`src/rtl/store_align_unit_pkg.sv`:
```
// Shared store/load alignment package: size-mask constants, FSM state
// encoding and small mask helpers used by the store alignment unit.
package store_align_unit_pkg;

    localparam logic [3:0] MASK_BYTE = 4'b0001;
    localparam logic [3:0] MASK_HALF = 4'b0011;
    localparam logic [3:0] MASK_WORD = 4'b1111;

    typedef enum logic [1:0] {
        IDLE,
        BEAT0,
        BEAT1,
        DONE
    } state_t;

    function automatic logic mask_legal(input logic [3:0] m);
        return (m == MASK_BYTE) || (m == MASK_HALF) || (m == MASK_WORD);
    endfunction

    // Expand a byte-enable mask into a 32-bit data mask.
    function automatic logic [31:0] lane_fill(input logic [3:0] m);
        return {{8{m[3]}}, {8{m[2]}}, {8{m[1]}}, {8{m[0]}}};
    endfunction

endpackage

```
`src/rtl/store_align_unit_if.sv`:
```
// LSU request + data-memory write port bundle for the store align unit.
// slave: the unit itself; master: the LSU/memory side driving it.
interface store_align_unit_if #(
    parameter int ADDR_W = 32
);

    logic              i_valid;
    logic              o_ready;
    logic [ADDR_W-1:0] i_addr;
    logic [31:0]       i_data;
    logic [3:0]        i_mask;
    logic              o_mem_req;
    logic              i_mem_ack;
    logic [ADDR_W-1:0] o_mem_addr;
    logic [31:0]       o_mem_wdata;
    logic [3:0]        o_mem_bmask;
    logic              o_done;
    logic              o_err;

    modport slave (
        input  i_valid, i_addr, i_data, i_mask, i_mem_ack,
        output o_ready, o_mem_req, o_mem_addr, o_mem_wdata,
        output o_mem_bmask, o_done, o_err
    );

    modport master (
        output i_valid, i_addr, i_data, i_mask, i_mem_ack,
        input  o_ready, o_mem_req, o_mem_addr, o_mem_wdata,
        input  o_mem_bmask, o_done, o_err
    );

endinterface

```
`src/rtl/store_align_unit_lane_shift.sv`:
```
// store_lane_shift: combinational byte-lane placement of store data/mask.
// Ports: i_off/i_mask/i_data in; o_wide_mask, o_wide_data, o_split out.
module store_lane_shift
    import store_align_unit_pkg::*;
(
    input  logic [1:0]  i_off,
    input  logic [3:0]  i_mask,
    input  logic [31:0] i_data,
    output logic [7:0]  o_wide_mask,
    output logic [63:0] o_wide_data,
    output logic        o_split
);

    logic [31:0] data_clean;

    // Bytes above the store size are cleared so unused lanes write as 0.
    assign data_clean  = i_data & lane_fill(i_mask);
    assign o_wide_mask = {4'b0000, i_mask} << i_off;
    assign o_wide_data = {32'd0, data_clean} << {i_off, 3'b000};
    assign o_split     = |o_wide_mask[7:4];

endmodule

```
`src/rtl/store_align_unit.sv`:
```
// Store alignment unit: takes one LSU store, issues 1 or 2 word-aligned
// write beats under req/ack, then pulses o_done (o_err on rejection).
// Ports: i_clk, i_reset (async, active-high), bus (store_align_unit_if.slave).
// STORE_ALIGN_MISALIGN_SPLIT_EN: when defined, word-crossing stores are
// split into two beats; otherwise they are rejected with o_err.
module store_align_unit
    import store_align_unit_pkg::*;
#(
    parameter int ADDR_W = 32
) (
    input  logic               i_clk,
    input  logic               i_reset,
    store_align_unit_if.slave  bus
);

    state_t            state_q, state_d;
    logic [ADDR_W-1:0] maddr_q, maddr_d;
    logic [31:0]       wdata_q, wdata_d;
    logic [3:0]        bmask_q, bmask_d;
    logic              err_q, err_d;

    logic [7:0]        wide_mask;
    logic [63:0]       wide_data;
    logic              split;
    logic              accept;
    logic              reject;

`ifdef STORE_ALIGN_MISALIGN_SPLIT_EN
    logic [31:0]       hi_wdata_q, hi_wdata_d;
    logic [3:0]        hi_bmask_q, hi_bmask_d;
    logic              split_q, split_d;
`else
    logic              unused_hi;
    assign unused_hi = ^{wide_data[63:32], wide_mask[7:4]};
`endif

    store_lane_shift u_shift (
        .i_off       (bus.i_addr[1:0]),
        .i_mask      (bus.i_mask),
        .i_data      (bus.i_data),
        .o_wide_mask (wide_mask),
        .o_wide_data (wide_data),
        .o_split     (split)
    );

    assign accept = bus.i_valid && (state_q == IDLE);

`ifdef STORE_ALIGN_MISALIGN_SPLIT_EN
    assign reject = !mask_legal(bus.i_mask);
`else
    assign reject = !mask_legal(bus.i_mask) || split;
`endif

    always_comb begin
        state_d = state_q;
        maddr_d = maddr_q;
        wdata_d = wdata_q;
        bmask_d = bmask_q;
        err_d   = 1'b0;
`ifdef STORE_ALIGN_MISALIGN_SPLIT_EN
        hi_wdata_d = hi_wdata_q;
        hi_bmask_d = hi_bmask_q;
        split_d    = split_q;
`endif
        unique case (state_q)
            IDLE: begin
                if (accept) begin
                    if (reject) begin
                        err_d = 1'b1;
                    end else begin
                        state_d = BEAT0;
                        maddr_d = {bus.i_addr[ADDR_W-1:2], 2'b00};
                        wdata_d = wide_data[31:0];
                        bmask_d = wide_mask[3:0];
`ifdef STORE_ALIGN_MISALIGN_SPLIT_EN
                        hi_wdata_d = wide_data[63:32];
                        hi_bmask_d = wide_mask[7:4];
                        split_d    = split;
`endif
                    end
                end
            end
            BEAT0: begin
                if (bus.i_mem_ack) begin
`ifdef STORE_ALIGN_MISALIGN_SPLIT_EN
                    if (split_q) begin
                        state_d = BEAT1;
                        maddr_d = maddr_q + ADDR_W'(4);
                        wdata_d = hi_wdata_q;
                        bmask_d = hi_bmask_q;
                    end else begin
                        state_d = DONE;
                        maddr_d = '0;
                        wdata_d = '0;
                        bmask_d = '0;
                    end
`else
                    state_d = DONE;
                    maddr_d = '0;
                    wdata_d = '0;
                    bmask_d = '0;
`endif
                end
            end
`ifdef STORE_ALIGN_MISALIGN_SPLIT_EN
            BEAT1: begin
                if (bus.i_mem_ack) begin
                    state_d = DONE;
                    maddr_d = '0;
                    wdata_d = '0;
                    bmask_d = '0;
                end
            end
`endif
            DONE: begin
                state_d = IDLE;
            end
            default: begin
                state_d = IDLE;
            end
        endcase
    end

    always_ff @(posedge i_clk or posedge i_reset) begin
        if (i_reset) begin
            state_q <= IDLE;
            maddr_q <= '0;
            wdata_q <= '0;
            bmask_q <= '0;
            err_q   <= 1'b0;
        end else begin
            state_q <= state_d;
            maddr_q <= maddr_d;
            wdata_q <= wdata_d;
            bmask_q <= bmask_d;
            err_q   <= err_d;
        end
    end

`ifdef STORE_ALIGN_MISALIGN_SPLIT_EN
    always_ff @(posedge i_clk or posedge i_reset) begin
        if (i_reset) begin
            hi_wdata_q <= '0;
            hi_bmask_q <= '0;
            split_q    <= 1'b0;
        end else begin
            hi_wdata_q <= hi_wdata_d;
            hi_bmask_q <= hi_bmask_d;
            split_q    <= split_d;
        end
    end
`endif

    assign bus.o_ready     = (state_q == IDLE);
    assign bus.o_mem_req   = (state_q == BEAT0) || (state_q == BEAT1);
    assign bus.o_mem_addr  = maddr_q;
    assign bus.o_mem_wdata = wdata_q;
    assign bus.o_mem_bmask = bmask_q;
    assign bus.o_done      = (state_q == DONE);
    assign bus.o_err       = err_q;

endmodule

```
`src/flat_wrapper.sv`:
```
// flat-port wrapper written by rule: the top's interface ports become plain ports
module store_align_unit_flat import store_align_unit_pkg::*;
#(
    parameter int ADDR_W = 32
)
  (i_clk, i_reset, bus_i_valid, bus_i_addr, bus_i_data, bus_i_mask, bus_i_mem_ack, bus_o_ready, bus_o_mem_req, bus_o_mem_addr, bus_o_mem_wdata, bus_o_mem_bmask, bus_o_done, bus_o_err);
  store_align_unit_if #(.ADDR_W(ADDR_W)) bus_i ();
  input  logic i_clk;
  input  logic i_reset;
  input wire logic [$bits(bus_i.i_valid)-1:0] bus_i_valid;
  input wire logic [$bits(bus_i.i_addr)-1:0] bus_i_addr;
  input wire logic [$bits(bus_i.i_data)-1:0] bus_i_data;
  input wire logic [$bits(bus_i.i_mask)-1:0] bus_i_mask;
  input wire logic [$bits(bus_i.i_mem_ack)-1:0] bus_i_mem_ack;
  output wire logic [$bits(bus_i.o_ready)-1:0] bus_o_ready;
  output wire logic [$bits(bus_i.o_mem_req)-1:0] bus_o_mem_req;
  output wire logic [$bits(bus_i.o_mem_addr)-1:0] bus_o_mem_addr;
  output wire logic [$bits(bus_i.o_mem_wdata)-1:0] bus_o_mem_wdata;
  output wire logic [$bits(bus_i.o_mem_bmask)-1:0] bus_o_mem_bmask;
  output wire logic [$bits(bus_i.o_done)-1:0] bus_o_done;
  output wire logic [$bits(bus_i.o_err)-1:0] bus_o_err;
  assign bus_i.i_valid = bus_i_valid;
  assign bus_i.i_addr = bus_i_addr;
  assign bus_i.i_data = bus_i_data;
  assign bus_i.i_mask = bus_i_mask;
  assign bus_i.i_mem_ack = bus_i_mem_ack;
  assign bus_o_ready = bus_i.o_ready;
  assign bus_o_mem_req = bus_i.o_mem_req;
  assign bus_o_mem_addr = bus_i.o_mem_addr;
  assign bus_o_mem_wdata = bus_i.o_mem_wdata;
  assign bus_o_mem_bmask = bus_i.o_mem_bmask;
  assign bus_o_done = bus_i.o_done;
  assign bus_o_err = bus_i.o_err;
  store_align_unit #(.ADDR_W(ADDR_W)) u_core (.i_clk(i_clk), .i_reset(i_reset), .bus(bus_i));
endmodule
```
`config.mk`:
```
export PLATFORM = sky130hd
export DESIGN_NAME = store_align_unit_flat
export DESIGN_NICKNAME = d
export VERILOG_FILES = /design/src/rtl/store_align_unit_pkg.sv /design/src/rtl/store_align_unit_if.sv /design/src/rtl/store_align_unit_lane_shift.sv /design/src/rtl/store_align_unit.sv /design/src/flat_wrapper.sv
export SDC_FILE = /design/constraint.sdc
export NUM_CORES = 1
export LEC_CHECK = 0
export BUFFER_PORTS_ARGS = -buffer_cell sky130_fd_sc_hd__buf_2
export CAP_MARGIN = 20
export CORE_MARGIN = 3
export CORE_UTILIZATION = 30
export CTS_CLUSTER_DIAMETER = 60
export DETAILED_ROUTE_END_ITERATION = 8
export MAX_ROUTING_LAYER = met4
export PLACE_DENSITY_LB_ADDON = 0.08
export SETUP_SLACK_MARGIN = 0.05
export SLEW_MARGIN = 0
export SYNTH_ARGS = -nofsm -noshare
export SYNTH_HDL_FRONTEND = slang
export SYNTH_SLANG_ARGS = --single-unit
```
`constraint.sdc`:
```
create_clock -name i_clk -period 4.9 [get_ports i_clk]
set_input_delay 0.735 -clock i_clk [delete_from_list [all_inputs] [get_ports i_clk]]
set_output_delay 0.735 -clock i_clk [all_outputs]
set_load 0.01 [all_outputs]
```
* Yosys cells after proc, flatten, opt, wreduce, memory -nomap -nowiden
Index checks and enable logic that the tools add are counted. W data, S select, Z words.
Operators by class: eq/ne operators 9, shift-type cells 2, muxes and demuxes 18, bitwise gates (word level) 1, reduce and logical (&&, ||, !) cells 11
Operator list (count):
- $mux W32 | 5
- $pmux W32 S2 | 2
- $and A32 B32 Y32 | 1
- $shl A32 B5 Y32 | 1
- $mux W4 | 3
- $pmux W4 S2 | 1
- $shl A4 B2 Y8 | 1
- $mux W2 | 3
- $eq A2 B2 Y1 const B | 2
- $eq A4 B1 Y1 const B | 1
- $eq A4 B2 Y1 const B | 1
- $eq A4 B4 Y1 const B | 1
- $logic_or A1 B1 Y1 | 4
- $ne A2 B2 Y1 const B | 2
- $pmux W2 S2 | 1
- $reduce_and A4 Y1 | 1
- $reduce_or A4 Y1 | 1
- $mux W1 | 3
- $reduce_and A3 Y1 | 1
- $eq A2 B1 Y1 const B | 1
- $logic_not A2 Y1 | 1
- $ne A2 B1 Y1 const B | 1
- $reduce_bool A2 Y1 | 1
- $logic_and A1 B1 Y1 | 1
- $logic_not A1 Y1 | 1
Storage, ports and cells: register bits after elaboration 71, bits of input ports 72, output and inout bits 72, logic and storage cells 46

* Longest topological paths before layout
Gate-level depths: netlist of run 1.
depth after elaboration 8, depth in mapped cells 8, gate-level depth less buffers 6

* Modules after synthesis
Synthesis of run 1 repeated with hierarchy kept, for this count alone.
Second synthesis, totals: cells, all modules 417, area total of the unflattened synthesis 4082.7 µm²
By module, submodules not included:
- store_align_unit | times used 1, cells an instance 220, area an instance 2937.8 µm², seq. area each 1726.7 µm²
- store_lane_shift | times used 1, cells an instance 197, area an instance 1144.8 µm², seq. area each 0.0 µm²

* Worst setup path after synthesis of run 1
Ideal clock, no wire load.
path kind in2reg, start point input bus_i_addr[1], end point register u_core.maddr_q[10], in the netlist u_core.bus.o_mem_addr[10], library setup time 125 ps, arrival 2133 ps, required time 4775 ps, setup slack 2642 ps, stages on the path 8, buffers on the path 3, cell sequence buf_2 -> nor4bb_1 -> a21oi_1 -> o21ai_1 -> o211ai_1 -> buf_6 -> buf_6 -> mux2_4
On the way: longest elaborated chain between the ends 5
Ends and longest elaborated chain:
- from (decl) | RTL line flat_wrapper.sv:11 | input wire logic [$bits(bus_i.i_addr)-1:0] bus_i_addr;
- $shl A4 B2 Y8 | RTL line store_align_unit_lane_shift.sv:18 | assign o_wide_mask = {4'b0000, i_mask} << i_off;
- $reduce_or A4 Y1 | RTL line store_align_unit_lane_shift.sv:20 | assign o_split = |o_wide_mask[7:4];
- $logic_or A1 B1 Y1 | RTL line store_align_unit.sv:51 | assign reject = !mask_legal(bus.i_mask) || split;
- $ne A2 B2 Y1 (no line)
- $reduce_and A4 Y1 (no line)
- to (signal assigned) | RTL line store_align_unit.sv:133 | maddr_q <= maddr_d;
- to (decl) | RTL line store_align_unit.sv:17 | logic [ADDR_W-1:0] maddr_q, maddr_d;
Every way passes these cells. A chain may end at the register's enable or synchronous reset.

* Worst setup path in the final report of run 1
start point register u_core.state_q[1], end point register u_core.wdata_q[11], in the netlist u_core.bus.o_mem_wdata[11]
On the way: longest elaborated chain between the ends 4, elaborated cells on any way between the ends 9, classes of those cells eq/ne (4); mux (1); reduce/logical (4)
Ends and longest elaborated chain:
- from (decl) | RTL line store_align_unit.sv:16 | state_t state_q, state_d;
- from (signal assigned) | RTL line store_align_unit.sv:132 | state_q <= state_d;
- $logic_not A2 Y1 | RTL line store_align_unit.sv:46, store_align_unit.sv:65
- $logic_and A1 B1 Y1 | RTL line store_align_unit.sv:46 | assign accept = bus.i_valid && (state_q == IDLE);
- $ne A2 B1 Y1 (no line)
- $reduce_and A4 Y1 (no line)
- to (signal assigned) | RTL line store_align_unit.sv:134 | wdata_q <= wdata_d;
- to (decl) | RTL line store_align_unit.sv:18 | logic [31:0] wdata_q, wdata_d;
Several ways; a longest one is shown, not always the timed one.

==> flow_summary.yaml, run 1 <==
logic_synthesis:
  syn_avg_cell_area_um2: 11.14
  synthCells: 330
  syn_area_um2: 3676
  synth_cell_type_count: 35
  ys.warnings.count: 0
  yosysSeqAreaShare_pct: 46.97
  ys_seq_elements: 69
sta:
  final.period_utilization_pct: 60.01
  finalMaxSlewViolations: 0
  tightest_slew_ns: 0.9531
  setup_viol: 0
  finalCriticalPeriod_ns: 2.941
  finalSetupTns_ns: 0
  fin_skew_ns: 0.002875
  rsz0062_at_grt: "false"
  maxClockFrequency_mhz: 340.1
  hold_violations: 0
  relSlewSlack_pct: 36.46
route:
  vias: 2934
  drt_iter0_markers: 205
  dr.pass1.iters: 4
  ant_nets: 0
  vias_per_cell: 4.826
  wl_per_cell_um: 17.25
  wl_mm: 10.49
  drc: 0
critical_path:
  endpoint_kind: "register"
  path_class: "register to register"
  worstPathMaxFanout: 54
  rrSetupSlack_ns: 1.96
  rr_startpoint: "u_core.state_q[1]"
  cp.arrival_ns: 3.16
  required_ns: 5.12
  reg2reg_depth: 6
  critPathLaunchType: "register"
  rr_endpoint: "u_core.bus.o_mem_wdata[11]"
hold_path:
  hp-class: "input pin to asynchronous set/reset pin"
power_and_ir_drop:
  netSwitchingFraction_pct: 35.09
  power.leakage_nw: 2.513
  total_power_mw: 3.084
  power_frac_seq_pct: 30.6
  switchingPower_mw: 1.082
  powerDensity_nw_per_um2: 647.0
  pwr-share-comb_pct: 47.9
  vdd_drop_max_mv: 0.3895
  p_int_mw: 2.001
  clockPowerShare_pct: 21.5
cts:
  cts-hold-fix-buffers: 0
  cts_tree: "yes"
  clk_latency_ns: 0.34
  post_cts.repair.setup_buffers: 0
  htreeDepth: 3
  cts-resized-gates: 0
  clkSinkCount: 69
  clkTransAtPathRegs_ns: 0.06
  cts_buffers: 9
  cts_buffer_depth: 2
  cts_root_buf: "clkbuf_16"
floorplanning:
  io_pins: 144
  die-area_um2: 13620
  die_y_um: 116.7
  die_w_um: 116.7
  initial_core_util_pct: 31.39
  coreArea_um2: 11710
  rows: 39
final_layout:
  antennaDiodeCount: 0
  final_area_um2: 4766
  nets: 537
  utilization_pct: 40.69
  layout_commonest_cell: "buf_2"
  drive_gt1_share_pct: 47.74
  area_growth_pct: 29.65
  most-common-layout-cells: "buf_2, dfrtp_1, nor2_1"
global_route:
  grt_pass1_vias: 2809
  grt_use_total_pct: 15.89
  grt_max_degree: 55
  grt_pass1_wl_mm: 15.66
  antenna_found_initial: 0
  grt_overflow_total: 0
placement:
  hpwl_mm: 7.486
  gp_congestion: 0.8323
  buffer_ports.inserted: 141
  place_area_um2: 4466
job:
  maxCapViolations: 0
status:
  status: "complete, no violations"
registers in the layout, indices dropped and copies added, names as in the netlist:
name                    flops
u_core.bus.o_mem_wdata     32
u_core.bus.o_mem_bmask      4
u_core.bus.o_err            1
u_core.state_q              2
u_core.bus.o_mem_addr      30
critical path, cell delays in order (launching register included):
cell      delay [ns]
dfrtp_1         0.39
inv_1           0.11
ha_2            0.83
nand2b_1        0.16
o211ai_1        0.15
buf_4           0.69
mux2_2          0.41
power by group through the flow:
stage / Clock [mW] / Sequential (mW) / Combinational (mW)
2_1_floorplan: 0 / 1.06 / 0.979
3_3_place_gp: 0 / 0.948 / 1.49
3_5_place_dp: 0 / 0.953 / 1.50
4_1_cts: 0.689 / 0.945 / 1.51
5_1_grt: 0.720 / 0.976 / 1.60
6_report: 0.664 / 0.944 / 1.48
stage by stage:
stage          instances  setup WS [ns]  hold WS (ns)
4_1_cts              608          1.914        0.3727
2_1_floorplan        331          2.425        0.5062
3_3_place_gp         591          1.775        0.4832
5_1_grt              608          1.713        0.4004
6_report             608          1.959        0.3749
3_5_place_dp         593          1.791        0.4867
cell usage after synthesis:
| library cell | n | area share (%) |
|---|---|---|
| a21oi_1 | 14 | 1.9 |
| and3b_1 | 1 | 0.24 |
| o21ai_1 | 1 | 0.14 |
| mux2_4 | 31 | 13 |
| o21ai_0 | 5 | 0.68 |
| nand2b_1 | 1 | 0.17 |
| a32oi_1 | 3 | 0.71 |
| nor2_1 | 34 | 3.5 |
| o211a_1 | 1 | 0.27 |
| o211ai_1 | 1 | 0.20 |
| buf_2 | 4 | 0.54 |
| nand3_1 | 3 | 0.41 |
| nor4bb_1 | 1 | 0.27 |
| a311oi_1 | 2 | 0.48 |
| nor3_1 | 1 | 0.14 |
| ha_1 | 4 | 1.4 |
| nand2_1 | 20 | 2.0 |
| a211oi_1 | 9 | 1.8 |
| buf_1 | 1 | 0.10 |
| a31oi_1 | 5 | 0.85 |
| conb_1 | 1 | 0.10 |
| mux2_2 | 27 | 8.3 |
| buf_4 | 2 | 0.41 |
| and3_1 | 1 | 0.17 |
| a32o_1 | 7 | 1.9 |
| mux2i_1 | 10 | 2.7 |
| or2_2 | 1 | 0.17 |
| a211o_1 | 1 | 0.24 |
| buf_6 | 5 | 1.5 |
| nor2b_1 | 32 | 5.4 |
| clkbuf_1 | 15 | 1.5 |
| inv_1 | 13 | 1.3 |
| dfrtp_1 | 69 | 47 |
| clkinv_1 | 1 | 0.10 |
| nand3b_1 | 3 | 0.61 |
layout make-up:
class | instances | area [um^2]
clock buffers | 11 | 252.7
clock inverters | 4 | 47.55
fillers | 1164 | 6945
inverters | 14 | 52.55
multi-input cells | 221 | 1752
flip-flops and latches | 69 | 1727
well taps | 143 | 178.9
repair buffers | 146 | 755.7
kinds of logic after synthesis:
| kind of cell | after synthesis | synth area share [%] |
|---|---|---|
| buffers and inverters | 41 | 5.548 |
| DFF | 69 | 46.97 |
| adders and majority gates | 4 | 1.362 |
| other | 1 | 0.1020 |
| and+or+nand+nor | 98 | 13.14 |
| muxes | 68 | 23.66 |
| AOI/OAI and AO/OA | 49 | 9.224 |
worst max-delay path by stage:
stage                            startpoint                          to  slack, ns  cells past startpoint
final                     u_core.state_q[1]  u_core.bus.o_mem_wdata[11]       1.96                      6
after global routing      u_core.state_q[1]  u_core.bus.o_mem_wdata[14]       1.71                      6
after CTS                 u_core.state_q[1]   u_core.bus.o_mem_bmask[1]       1.91                      6
after detailed placement      bus_i_addr[0]  u_core.bus.o_mem_wdata[24]       1.79                      6
after global placement        bus_i_addr[0]  u_core.bus.o_mem_wdata[25]       1.77                      6
after floorplan                     i_reset            u_core.bus.o_err       2.43                      1
routing by layer:
layer / track usage (%) / up-vias / wire length (um)
met4: 3.899 / 0 / 93
met5: - / - / 0
met1: 21.48 / 1403 / 4973
met2: 22.75 / 128 / 4623
met3: 5.648 / 7 / 799
li1: - / 1396 / -
Power figures use the tool's default switching activity.
==> inputs of run 2 (changes only) <==
- clock period: 4.9 -> 2.4 ns (I/O delays scaled with it)
==> flow_summary.yaml, run 2 (synthesis gave the netlist of run 1 again) <==
critical_path:
  cp_common_cell: "buf_4"
  worst_path_max_delay_cell: "or2_2"
  cp_top_family: "simple AND/OR/NAND/NOR gates"
  rrSetupSlack_ns: 0.38
  path_buf_inv: 3
  path_cells: "inv_1 > ha_2 > buf_4 > or2_2 > nor3_1 > buf_4 > nand2_1 > mux2i_1"
  worstPathMaxFanout: 16
  path_class: "register to register"
  required_ns: 2.66
  crit_path_max_incr_delay_ns: 0.43
  critPathLaunchType: "register"
  cp.arrival_ns: 2.27
  endpoint_kind: "register"
cts:
  clkSinkCount: 69
  cts-resized-gates: 0
  cts_root_buf: "clkbuf_16"
  cts_buffer_depth: 2
  cts_tree: "yes"
  htreeDepth: 3
  cts_buffers: 9
  clkTransAtPathRegs_ns: 0.05
  post_cts.repair.setup_buffers: 0
  clk_latency_ns: 0.33
  cts-hold-fix-buffers: 0
final_layout:
  largest_register_ffs: 32
  nFillCells: 1208
  drive_gt1_share_pct: 48.31
  regArea_um2: 1727
  multi_input_area_um2: 1752
  layout_commonest_cell: "buf_2"
  fin_cells: 617
  nets: 545
  most-common-layout-cells: "buf_2, dfrtp_1, nor2_1"
  area_growth_pct: 31.72
  antennaDiodeCount: 0
sta:
  finalSetupTns_ns: 0
  finalMaxSlewViolations: 0
  hold_violations: 0
  fin_skew_ns: 0.003505
  setup_viol: 0
  maxClockFrequency_mhz: 496.0
  rsz0062_at_grt: "false"
  final.period_utilization_pct: 84.00
  finalCriticalPeriod_ns: 2.016
floorplanning:
  die-area_um2: 13620
  coreArea_um2: 11710
  io_pins: 144
  initial_core_util_pct: 31.39
  die_w_um: 116.7
  rows: 39
  die_y_um: 116.7
hold_path:
  hp-class: "input pin to asynchronous set/reset pin"
power_and_ir_drop:
  vdd_drop_max_mv: 0.5988
  powerDensity_nw_per_um2: 1307
  power.leakage_nw: 2.560
route:
  drt_iter0_markers: 200
  drc: 0
  ant_nets: 0
  vias_per_cell: 4.817
  vias: 2972
  wl_per_cell_um: 17.01
  dr.pass1.iters: 4
  wl_mm: 10.50
global_route:
  grt_max_degree: 70
  grt_pass1_wl_mm: 15.95
  antenna_found_initial: 0
  grt_pass1_vias: 2850
  grt_use_total_pct: 16.00
  grt_overflow_total: 0
status:
  status: "complete, no violations"
placement:
  buffer_ports.inserted: 141
  post-place-cells: 601
  hpwl_mm: 7.467
  gp_congestion: 0.7860
job:
  maxCapViolations: 0
==> run 2: cell count changes in the layout (fill, tap and decap cells not counted), sizes merged <==
cell      delta
buf          +8
clkbuf       +2
clkinvlp     -1
==> run 2: where the power goes <==
| group | switching (mW) | internal [mW] |
|---|---|---|
| Clock | 0.488 | 0.862 |
| Combinational | 1.44 | 1.60 |
| Sequential | 0.266 | 1.67 |
| Total | 2.20 | 4.13 |
==> run 2: per-stage QoR <==
stage	worst slack [ns]	hold WS, ns	cell area, um^2	power, mW	util, %
after CTS	0.3323	0.1152	4842	6.451	41.35
after detailed placement	0.3121	0.4794	4538	5.044	38.75
final	0.3840	0.08584	4842	6.330	41.35
after global placement	0.3286	0.4817	4538	5.007	38.75
after global routing	0.2265	0.1321	4842	6.767	41.35
after floorplan	0.3001	0.4938	3680	4.154	-
==> run 2: final timing paths <==
| path | start | depth (start not counted) | endpoint |
|---|---|---|---|
| max in group asynchronous | i_reset | 3 | u_core.bus.o_mem_wdata[20] |
| min reg2reg | u_core.bus.o_mem_wdata[24] | 1 | u_core.bus.o_mem_wdata[24] |
| max reg2reg | u_core.state_q[1] | 8 | u_core.bus.o_mem_wdata[3] |
| max | u_core.state_q[1] | 8 | u_core.bus.o_mem_wdata[3] |
| min in group i_clk | bus_i_data[1] | 3 | u_core.bus.o_mem_wdata[1] |
| min | i_reset | 3 | u_core.bus.o_mem_addr[16] |
==> run 2: final cells by class <==
cell class / instances / share of cell area (%)
Tap cell: 143 / 3.695
Timing Repair Buffer: 154 / 17.11
Multi-Input combinational cell: 221 / 36.18
Sequential cell: 69 / 35.66
Inverter: 14 / 1.085
Clock inverter: 3 / 0.9044
Clock buffer: 13 / 5.375
==> run 2: tightest hold or removal path, cell delays in order <==
cell	delay, ns
buf_2	0.10
inv_2	0.06
buf_12	0.31
==> run 2: layer usage <==
layer	vias to the layer above	wire length [um]	global-route usage [%]
li1	1411	-	-
met5	-	0	-
met3	9	668	5.130
met1	1428	5129	21.91
met4	0	121	4.664
met2	124	4576	22.64
